===== src/rtl/rv_multicycle_ctrl.sv =====
// rv_multicycle_ctrl: RV32I multicycle control FSM with immediate generator.
// Define RV_BRANCH_EN to support BEQ/BNE; otherwise opcode 1100011 traps.
module rv_multicycle_ctrl #(
   parameter int DATA_WIDTH = 32
) (
   input  logic                  clk,
   input  logic                  rst,
   input  logic [31:0]           instr,
   input  logic                  mem_ready,
   input  logic                  alu_zero,
   output logic [3:0]            alu_op,
   output logic                  alu_src_a,
   output logic [1:0]            alu_src_b,
   output logic [DATA_WIDTH-1:0] imm,
   output logic                  ir_we,
   output logic                  pc_we,
   output logic                  rf_we,
   output logic                  pc_src,
   output logic                  mem_req,
   output logic                  mem_we,
   output logic                  wb_sel,
   output logic                  illegal
);
   localparam logic [3:0] OP_ADD = 4'd0;
   localparam logic [3:0] OP_SUB = 4'd1;
   localparam logic [3:0] OP_LTU = 4'd2;
   localparam logic [3:0] OP_SLL = 4'd3;
   localparam logic [3:0] OP_SRL = 4'd4;
   localparam logic [3:0] OP_SRA = 4'd5;
   localparam logic [3:0] OP_AND = 4'd6;
   localparam logic [3:0] OP_OR  = 4'd7;
   localparam logic [3:0] OP_XOR = 4'd8;
   localparam logic [3:0] OP_LUI = 4'd9;

   localparam logic [6:0] OPC_R     = 7'b0110011;
   localparam logic [6:0] OPC_I     = 7'b0010011;
   localparam logic [6:0] OPC_LW    = 7'b0000011;
   localparam logic [6:0] OPC_SW    = 7'b0100011;
   localparam logic [6:0] OPC_LUI   = 7'b0110111;
   localparam logic [6:0] OPC_AUIPC = 7'b0010111;
   localparam logic [6:0] OPC_BR    = 7'b1100011;

   typedef enum logic [2:0] {
      S_FETCH, S_DECODE, S_EXECUTE, S_MEM, S_WB, S_TRAP
   } state_t;

   typedef enum logic [2:0] {
      C_R, C_I, C_LW, C_SW, C_LUI, C_AUIPC, C_BR, C_BAD
   } cls_t;

   state_t      state_q;
   state_t      state_d;
   cls_t        cls;
   logic [3:0]  fop;
   logic [31:0] imm32;
   logic [6:0]  opcode;
   logic [2:0]  f3;
   logic [6:0]  f7;
   logic        f7_zero;
   logic        f7_alt;
   logic        shift_op;
   logic        taken;
   logic        unused_rs1;

   assign opcode     = instr[6:0];
   assign f3         = instr[14:12];
   assign f7         = instr[31:25];
   assign f7_zero    = (f7 == 7'b0000000);
   assign f7_alt     = (f7 == 7'b0100000);
   assign shift_op   = (f3 == 3'b001) || (f3 == 3'b101);
   assign taken      = alu_zero ^ f3[0];
   assign unused_rs1 = ^instr[19:15];

   always_comb begin
      unique case (f3)
         3'b000:  fop = (opcode == OPC_R && f7_alt) ? OP_SUB : OP_ADD;
         3'b001:  fop = OP_SLL;
         3'b011:  fop = OP_LTU;
         3'b100:  fop = OP_XOR;
         3'b101:  fop = f7_alt ? OP_SRA : OP_SRL;
         3'b110:  fop = OP_OR;
         3'b111:  fop = OP_AND;
         default: fop = OP_ADD;
      endcase
   end

   always_comb begin
      cls = C_BAD;
      case (opcode)
         OPC_R:
            if (f3 != 3'b010 && (f7_zero ||
                (f7_alt && (f3 == 3'b000 || f3 == 3'b101))))
               cls = C_R;
         OPC_I:
            if (f3 != 3'b010 && (!shift_op || f7_zero ||
                (f7_alt && f3 == 3'b101)))
               cls = C_I;
         OPC_LW:    if (f3 == 3'b010) cls = C_LW;
         OPC_SW:    if (f3 == 3'b010) cls = C_SW;
         OPC_LUI:   cls = C_LUI;
         OPC_AUIPC: cls = C_AUIPC;
`ifdef RV_BRANCH_EN
         OPC_BR:    if (f3[2:1] == 2'b00) cls = C_BR;
`endif
         default:   cls = C_BAD;
      endcase
   end

   always_comb begin
      imm32 = '0;
      case (opcode)
         OPC_I:
            imm32 = shift_op ? {27'd0, instr[24:20]}
                             : {{20{instr[31]}}, instr[31:20]};
         OPC_LW:
            imm32 = {{20{instr[31]}}, instr[31:20]};
         OPC_SW:
            imm32 = {{20{instr[31]}}, instr[31:25], instr[11:7]};
         OPC_BR:
            imm32 = {{19{instr[31]}}, instr[31], instr[7],
                     instr[30:25], instr[11:8], 1'b0};
         OPC_LUI, OPC_AUIPC:
            imm32 = {instr[31:12], 12'd0};
         default:
            imm32 = '0;
      endcase
   end

   assign imm = rst ? '0 : {{(DATA_WIDTH-31){imm32[31]}}, imm32[30:0]};

   always_ff @(posedge clk) begin
      if (rst) state_q <= S_FETCH;
      else     state_q <= state_d;
   end

   always_comb begin
      state_d   = state_q;
      alu_op    = OP_ADD;
      alu_src_a = 1'b0;
      alu_src_b = 2'd0;
      ir_we     = 1'b0;
      pc_we     = 1'b0;
      rf_we     = 1'b0;
      pc_src    = 1'b0;
      mem_req   = 1'b0;
      mem_we    = 1'b0;
      wb_sel    = 1'b0;
      illegal   = 1'b0;
      unique case (state_q)
         S_FETCH: begin
            mem_req = 1'b1;
            if (mem_ready) begin
               ir_we   = 1'b1;
               state_d = S_DECODE;
            end
         end
         S_DECODE: begin
            alu_src_a = 1'b1;
            alu_src_b = 2'd2;
            pc_we     = 1'b1;
            state_d   = (cls == C_BAD) ? S_TRAP : S_EXECUTE;
         end
         S_EXECUTE: begin
            state_d = S_WB;
            unique case (cls)
               C_R: alu_op = fop;
               C_I: begin
                  alu_op    = fop;
                  alu_src_b = 2'd1;
               end
               C_LW, C_SW: begin
                  alu_src_b = 2'd1;
                  state_d   = S_MEM;
               end
               C_LUI: begin
                  alu_op    = OP_LUI;
                  alu_src_b = 2'd1;
               end
               C_AUIPC: begin
                  alu_src_a = 1'b1;
                  alu_src_b = 2'd1;
               end
               C_BR: begin
                  alu_op  = OP_SUB;
                  pc_we   = taken;
                  pc_src  = taken;
                  state_d = S_FETCH;
               end
               default: state_d = S_TRAP;
            endcase
         end
         S_MEM: begin
            mem_req = 1'b1;
            mem_we  = (cls == C_SW);
            if (mem_ready)
               state_d = (cls == C_SW) ? S_FETCH : S_WB;
         end
         S_WB: begin
            rf_we   = 1'b1;
            wb_sel  = (cls == C_LW);
            state_d = S_FETCH;
         end
         S_TRAP: illegal = 1'b1;
         default: state_d = S_FETCH;
      endcase
      // reset wins over every state so nothing is issued while held
      if (rst) begin
         alu_op    = OP_ADD;
         alu_src_a = 1'b0;
         alu_src_b = 2'd0;
         ir_we     = 1'b0;
         pc_we     = 1'b0;
         rf_we     = 1'b0;
         pc_src    = 1'b0;
         mem_req   = 1'b0;
         mem_we    = 1'b0;
         wb_sel    = 1'b0;
         illegal   = 1'b0;
      end
   end
endmodule


===== config.mk =====
export PLATFORM = sky130hd
export DESIGN_NAME = rv_multicycle_ctrl
export DESIGN_NICKNAME = d
export VERILOG_FILES = /design/src/rtl/rv_multicycle_ctrl.sv
export SDC_FILE = /design/constraint.sdc
export NUM_CORES = 1
export LEC_CHECK = 0
export CAP_MARGIN = 0
export CORE_ASPECT_RATIO = 1.25
export CORE_MARGIN = 8
export CORE_UTILIZATION = 31
export CTS_BUF_LIST = sky130_fd_sc_hd__clkbuf_4 sky130_fd_sc_hd__clkbuf_8
export DETAILED_ROUTE_END_ITERATION = 16
export GPL_ROUTABILITY_DRIVEN = 0
export PLACE_DENSITY_LB_ADDON = 0.12
export SETUP_SLACK_MARGIN = 0.4
export SLEW_MARGIN = 20
export SYNTH_ARGS = -nofsm -noshare
export SYNTH_HDL_FRONTEND = slang
export SYNTH_SLANG_ARGS = --single-unit

===== constraint.sdc =====
create_clock -name clk -period 2.7 [get_ports clk]
set_clock_uncertainty 0.1 [all_clocks]
set_input_delay 0.54 -clock clk [delete_from_list [all_inputs] [get_ports clk]]
set_output_delay 0.54 -clock clk [all_outputs]
set_load 0.01 [all_outputs]

=== Word level (Yosys, flattened, before mapping) ===
Index checks and enable logic that the tools add are counted.

* Register bits after elaboration: 3
* Input bits: 36
* Output and inout bits: 47
* RAM bits: 0
* Logic and storage cells: 99
* Memory bits (read-only): 0
* Memories: 0
* Bits in latches: 0

* Order comparisons: 0
* Div/mod/pow operators: 0
* Multiply operators: 0
* Bitwise operators: 2
* Add/subtract/negate cells: 0
* Eq/ne operators: 30
* Shifts and indexed selects: 0
* Reductions and logical operators: 22
* Mux-type cells: 44

{| class="wikitable"
|+ Operator list
! operator !! count
|-
| $pmux W32 S5 || 1
|-
| $mux W32 || 2
|-
| $eq A3 B3 Y1 const B || 10
|-
| $eq A7 B6 Y1 const B || 4
|-
| $pmux W4 S7 || 1
|-
| $mux W3 || 8
|-
| $mux W1 || 22
|-
| $eq A3 B2 Y1 const B || 6
|-
| $pmux W3 S6 || 1
|-
| $pmux W3 S5 || 1
|-
| $eq A7 B5 Y1 const B || 2
|-
| $pmux W4 S3 || 1
|-
| $eq A3 B1 Y1 const B || 3
|-
| $logic_not A3 Y1 || 3
|-
| $pmux W3 S3 || 1
|-
| $mux W4 || 2
|-
| $reduce_or A2 Y1 || 4
|-
| $eq A7 B2 Y1 const B || 1
|-
| $eq A7 B7 Y1 const B || 1
|-
| $logic_not A7 Y1 || 1
|-
| $logic_and A1 B1 Y1 || 5
|-
| $logic_or A1 B1 Y1 || 5
|-
| $reduce_or A5 Y1 || 1
|-
| $ne A2 B2 Y1 const B || 2
|-
| other kinds (9) || 10
|}

=== Depth between registers and ports, before layout ===
Gate-level depths: netlist of run 1.

* Depth after elaboration: 13
* Mapped depth: 8
* Mapped depth without buffers: 5

=== Worst setup path before layout of run 1 ===
OpenSTA, ideal clock, no wires.

* Path kind: input -> output
* Start: input port instr[25]
* End: output port alu_op[1]
* Stages: 5
* Path buffers: 0
* Setup slack: -0.238 ns
* Arrival: 2.298 ns
* Data required time: 2.060 ns
* Cells stage by stage: or4_4 nor3_4 a311oi_1 or4_4 a211oi_1

* Cells in the longest elaborated chain, start to end: 11
* Elaborated cells on any way between the ends: 20
* Classes of those cells: eq/ne: 4; mux: 6; reduce/logical: 10

{| class="wikitable"
|+ RTL lines
! element !! RTL line !! text
|-
| from (decl) || 8 || <nowiki>input logic [31:0] instr,</nowiki>
|-
| $eq A7 B6 Y1 / $logic_not A7 Y1 (equally long branches) || 69, 68 ||
|-
| $logic_and A1 B1 Y1 (tied with other cells) || 92 || <nowiki>(f7_alt && (f3 == 3'b000 || f3 == 3'b101))))</nowiki>
|-
| $logic_or A1 B1 Y1, on equally long branches || 91, 95 ||
|-
| $logic_and A1 B1 Y1, on equally long branches || 91, 95 ||
|-
| $mux W3, on equally long branches || 91, 95 ||
|-
| $pmux W3 S6 * || 89 || <nowiki>case (opcode)</nowiki>
|-
| $eq A3 B1 Y1 / $logic_not A3 Y1 (equally long branches) || 165 || <nowiki>unique case (cls)</nowiki>
|-
| $reduce_or A2 Y1 (no line) || - ||
|-
| $pmux W4 S3 * || 165 ||
|-
| $mux W4 * || 149 || <nowiki>unique case (state_q)</nowiki>
|-
| $mux W4 * || 207 || <nowiki>if (rst) begin</nowiki>
|-
| to (decl) || 11 || <nowiki>output logic [3:0] alu_op,</nowiki>
|}

Mark *: on every way between the ends. The rest lies on a longest branch, timed or not.

=== Worst setup path in the final report of run 1 ===
* Start: input port instr[28]
* End: output port alu_op[2]

Same word-level chain as after synthesis.

==> results.yml, run 1 <==
status:
  status: "complete, but fails checks"
  violations: "negative setup slack"
power:
  power_switching_uw: 217
  p_per_area_mw_per_mm2: 192
  p_leak_nw: 1.48
  ir_drop_v: 0.000390
  p_int_uw: 341
  clkPwrFrac_pct: 25.6
  switching_share_pct: 38.9
  power_frac_seq_pct: 10.4
  combPwrFrac_pct: 64.0
  p_total_uw: 558
die:
  dieHeight_um: 80.7
  die_w_um: 67.8
  die-area_sq_mm: 0.00547
  num_rows: 23
  design.core.area_sq_mm: 0.00319
  io_pins: 83
  initial_utilization_pct: 32.5
run:
  maxCapViolCount: 0
sta:
  finalWorstSetupSlack_ns: -0.539
  period_share_pct: 120
  period_needed_ns: 3.24
  whs_ns: 0.725
  hold_viol_final: 0
  finalSetupViolCount: 26
  slew_viol_final: 0
  fmax_ghz: 0.309
  rsz0062_at_grt: "true"
  worst-slew-pin-transition_ns: 0.637
  relSlewSlack_pct: 57.1
  finalSetupTns_ns: -4.15
synthesis:
  yosysSeqAreaShare_pct: 5.78
  synth_cells: 165
  ys_ff_latch: 3
  synthDistinctLibCells: 45
  yosys_warnings: 0
  synthTopCellsByCount: "nor2_1 (23), a21o_1 (20), nor3_1 (12)"
  synth_edf_count: 0
  synth_area_leader_cell: "a21o_1"
  yosys.area.top_type_share_pct: 14.5
  synth.most_common_cell: "nor2_1"
  synthArstFlopShare_pct: 0
  ys.flop_type: "dfxtp_1"
  synthesis.area_sq_mm: 0.00104
  avgSynthCellArea_sq_um: 6.29
  synth_fp_nets: 201
  ys_top_cells_by_area: "a21o_1 (14%), nor2_1 (8.3%), dfxtp_1 (5.8%)"
placement:
  numPortBuffers: 80
  dp_hpwl_um: 4290
clocking:
  cts_made_buffers: 3
  tritoncts: "yes"
  cts_max_path_buffers: 2
  htreeDepth: 1
  clock_sinks: 3
  clk-insertion-delay-late_ns: 0.22
  cts-root-buf: "clkbuf_8"
  cts_hold_buffers: 0
  clkSlewWorstSetupHoldPaths_ns: 0.03
grt:
  grt_pass1_wl_um: 11200
  antenna_found_initial: 0
  grt_max_degree: 20
  grtUsageTotal_pct: 25.7
  grt_pass1_vias: 2299
  grt_overflow: 0
route:
  via_per_inst: 6.22
  routed_wire_length_per_instance_um: 23.5
  drtPass1Iterations: 5
  route.vias.total: 2225
  antenna_left: 0
  drt_iter0_drc: 225
  route.detailed.drc: 0
  wl_um: 8410
layout:
  synthToLayoutAreaGrowth_pct: 180
  largest_reg_flops: 3
  top_regs: "state_q: 3 flops"
  insertedDiodeCount: 0
  fill_cells: 126
  regMostFlops: "state_q"
  layout.nets: 358
  layout-drive-gt1-share_pct: 60.7
hold_path:
  hp-class: "reg2reg"
setup_path:
  end_kind: "output pin"
  startpoint_type: "primary input"
  path_max_fanout: 5
  arrival_ns: 2.60
  crit_slowest_cell: "or4_4"
  worstSetupPathType: "in2out"
  required_ns: 2.06
  path_cells: "clkbuf_2 > or4_4 > nor3_4 > buf_6 > a311oi_4 > or4_4 > nor4b_4 > buf_2"
  crit_path_max_incr_delay_ns: 0.57
  cp_common_cell: "or4_4"
-- path summary, 6_finish.rpt --
| check | from | to | slack (ns) | depth (start not counted) |
|---|---|---|---|---|
| max | instr[28] | alu_op[2] | -0.54 | 8 |
| max reg2reg | state_q[1] | state_q[0] | 1.16 | 6 |
| min | state_q[1] | state_q[0] | 0.72 | 4 |
| min reg2reg | state_q[1] | state_q[0] | 0.72 | 4 |
-- worst max-delay path, delay by kind of cell --
family	cells	cell delay, ns
AO/OA/AOI/OAI	1	0.08
buffers and inverters	3	0.44
AND/OR/NAND/NOR	4	1.56
-- repair_timing --
action / 4_1_cts / 5_1_grt
pin swaps: 34 / 14
endpoints found under the hold margin: 0 / 0
endpoints found under the setup margin: 49 / 43
cloned: 3 / 0
gates resized for setup: 307 / 30
buffers inserted: 26 / 3
-- power groups by stage --
stage | sequential (mW) | clock, mW | combinational [mW]
2_1_floorplan | 0.0566 | 0 | 0.115
3_3_place_gp | 0.0555 | 0 | 0.273
3_5_place_dp | 0.0555 | 0 | 0.283
4_1_cts | 0.0566 | 0.144 | 0.313
5_1_grt | 0.0584 | 0.147 | 0.368
6_report | 0.0582 | 0.143 | 0.357
-- cell usage in the layout, fill, tap and decap left out, types with 2 or more instances in the layout --
master,synthesis,routed
buf_4,1,50
buf_6,0,48
buf_2,2,28
a21o_1,20,20
nor2_1,23,19
clkdlybuf4s50_1,0,18
nand2_1,10,7
and2_4,0,7
dlygate4sd2_1,0,7
inv_1,6,6
a21oi_1,9,6
nor3_4,1,5
buf_12,0,5
o21ai_0,6,4
nand3_1,7,4
nor3_2,0,4
a22oi_2,0,4
nor3_1,12,4
nand2b_1,6,3
or3_4,0,3
nor2_4,0,3
nand2b_4,0,3
a21oi_2,0,3
nand3_2,0,3
clkbuf_8,0,3
clkbuf_4,0,3
buf_16,0,3
dfxtp_1,3,3
xor2_1,2,2
or4_4,2,2
nand2_2,0,2
o21ai_1,0,2
o21bai_1,2,2
and3_1,2,2
or4_1,2,2
buf_8,0,2
-- final cells by class --
type	instances	area [sq um]	area share (%)
tap	37	46.3	1.59
inverter	6	22.5	0.776
sequential	3	60.1	2.07
clock buffer	4	48.8	1.68
timing repair buffer	164	1530	52.7
multi-input combinational	144	1200	41.2
-- stage by stage --
step           instances  cell area, sq um  utilization (%)  setup WS [ns]
6_report             358              2900             90.9         -0.539
5_1_grt              358              2900             90.9         -0.537
3_3_place_gp         322              2350             73.5          -1.10
3_5_place_dp         322              2350             73.5          -1.16
2_1_floorplan        165              1170                -         -0.158
4_1_cts              355              2760             86.5         -0.520
-- logic make-up after synthesis --
logic type	Yosys count	share of synthesized area, %
AOI/OAI and AO/OA	59	41.1
xor gates and xnor gates	2	1.69
buffers and inverters	18	7.11
DFF	3	5.78
other	1	0.361
and+or+nand+nor	82	44.0
-- routing by layer --
metal / vias to the layer above / GRT usage [%] / wire length (um)
li1: 936 / - / -
met2: 166 / 50.0 / 4430
met4: 0 / 12.3 / 501
met1: 1068 / 22.7 / 2740
met5: - / 0 / 0
met3: 55 / 8.34 / 744
(Power assumes the default switching activity.)
==> inputs of run 2 (changes only) <==
CELL_PAD_IN_SITES_DETAIL_PLACEMENT = 0   (was not set)
CELL_PAD_IN_SITES_GLOBAL_PLACEMENT = 1   (was not set)
CORE_UTILIZATION = 19   (was 31)
==> run 2 against run 1 <==
  * The run still ends with negative setup slack left
  * Non-clock buffer count shrank 6
  * Combinational power down 11%
  * Critical path type unchanged
  * Critical endpoint unchanged
  * Final area decreased by 2.5%
==> results.yml, run 2 (same netlist as run 1, synthesis figures left out) <==
layout:
  fill_cells: 548
  layout.nets: 352
  fin_util_pct: 52.7
  largest_reg_flops: 3
  layout_common_cells: "buf_4 (53), buf_6 (45), buf_2 (23), a21o_1 (20), clkdlybuf4s50_1 (20)"
  synthToLayoutAreaGrowth_pct: 173
  multiInputGateArea_sq_mm: 0.00116
  layout-drive-gt1-share_pct: 57.1
  final_common_cell: "buf_4"
  regMostFlops: "state_q"
  regArea_sq_um: 60.1
  insertedDiodeCount: 0
  top_regs: "state_q: 3 flops"
route:
  routed_wire_length_per_instance_um: 14.6
  drtPass1Iterations: 4
  drt_iter0_drc: 30
  route.vias.total: 1806
  route.detailed.drc: 0
  via_per_inst: 4.77
  wl_um: 5550
  antenna_left: 0
setup_path:
  critPathBufInv: 3
  crit_path_max_incr_delay_ns: 0.54
  arrival_ns: 2.46
  worstSetupPathType: "in2out"
  path_max_fanout: 5
  startpoint_type: "primary input"
  path_cells: "buf_6 > or4_4 > nor3_4 > buf_6 > a311oi_4 > or4_4 > nor4b_4 > buf_2"
  cpLargestDelayFamily: "simple AND/OR/NAND/NOR gates"
  required_ns: 2.06
  crit_slowest_cell: "or4_4"
  end_kind: "output pin"
sta:
  relSlewSlack_pct: 61.6
  fmax_ghz: 0.322
  finalWorstSetupSlack_ns: -0.402
  whs_ns: 0.652
  finalSetupViolCount: 14
  period_needed_ns: 3.10
  hold_viol_final: 0
  slew_viol_final: 0
  worst-slew-pin-transition_ns: 0.570
  rsz0062_at_grt: "true"
  period_share_pct: 115
clocking:
  clock_sinks: 3
  cts_max_path_buffers: 2
  htreeDepth: 1
  clk-insertion-delay-late_ns: 0.21
  cts_made_buffers: 3
  tritoncts: "yes"
  cts-root-buf: "clkbuf_8"
  clkSlewWorstSetupHoldPaths_ns: 0.03
die:
  num_rows: 30
  design.core.area_sq_mm: 0.00537
  dieHeight_um: 98.7
  io_pins: 83
  initial_utilization_pct: 19.3
  die-area_sq_mm: 0.00810
  die_w_um: 82.1
grt:
  grt_max_degree: 20
  antenna_found_initial: 0
  grt_pass1_vias: 1960
  grtUsageTotal_pct: 13.5
  grt_overflow: 0
  grt_pass1_wl_um: 9060
status:
  status: "complete, but fails checks"
  violations: "negative setup slack"
power:
  ir_drop_v: 0.000145
  p_per_area_mw_per_mm2: 181
  p_leak_nw: 1.44
hold_path:
  hp-class: "reg2reg"
placement:
  dp_hpwl_um: 4390
  dpl_worst_slack_ns: -1.15
  numPortBuffers: 80
run:
  maxCapViolCount: 0
[run 2: cell types whose count changed in the layout (fill, tap and decap cells not counted), sizes merged]
cell           delta
buf               -9
clkbuf            -2
clkdlybuf4s15     +5
clkdlybuf4s50     +2
dlygate4sd2       -4
dlymetal6s2s      +2
[run 2: repair_timing]
item / in CTS / in global routing
endpoints found under the setup margin: 49 / 46
endpoints found under the hold margin: 0 / 0
cloned: 2 / 0
buffers inserted: 18 / 7
hold buffers: 0 / 0
gates resized for setup: 263 / 52
pin swaps: 19 / 22
[run 2: metrics by stage]
stage,std cells,power (mW),setup TNS (ns),instance area [sq um]
2_1_floorplan,165,0.172,-0.610,1170
3_3_place_gp,348,0.342,-30.95,2370
3_5_place_dp,348,0.341,-31.37,2370
4_1_cts,372,0.502,-5.18,2630
5_1_grt,379,0.547,-3.86,2830
6_report,379,0.514,-2.25,2830
[run 2: cell type report]
| type | instances | share of cell area [%] |
|---|---|---|
| repair buffers | 158 | 51.6 |
| multi-input cells | 144 | 40.9 |
| well taps | 64 | 2.83 |
| flip-flops and latches | 3 | 2.12 |
| clock buffers | 4 | 1.72 |
| inverters | 6 | 0.796 |
[run 2: layer usage]
| metal | global-route usage (%) | vias to the layer above | part of all wire, % |
|---|---|---|---|
| li1 | - | 915 | - |
| met3 | 5.10 | 8 | 9.0 |
| met1 | 14.3 | 828 | 37 |
| met2 | 24.0 | 55 | 53 |
| met5 | 0 | - | 0 |
| met4 | 2.98 | 0 | 1.3 |
[run 2: path summary, 6_finish.rpt]
path                            depth (start not counted)    endpoint  slack [ns]        from
worst min register to register                          3  state_q[0]        0.65  state_q[1]
worst max register to register                          5  state_q[2]        1.30  state_q[2]
worst max-delay path                                    8   alu_op[2]       -0.40   instr[28]
worst min-delay path                                    3  state_q[0]        0.65  state_q[1]
[run 2: report_power, final]
group	switching (mW)	total (mW)	internal [mW]
combinational	0.142	0.319	0.177
clock	0.0275	0.138	0.110
sequential	0.00489	0.0566	0.0517
[run 2: worst register-to-register path, stage by stage (launching register included)]
cell and delay [ns]:
dfxtp_1 0.31, buf_4 0.16, nor2_4 0.14, nand3_1 0.12, or4_1 0.41, o221ai_1 0.08
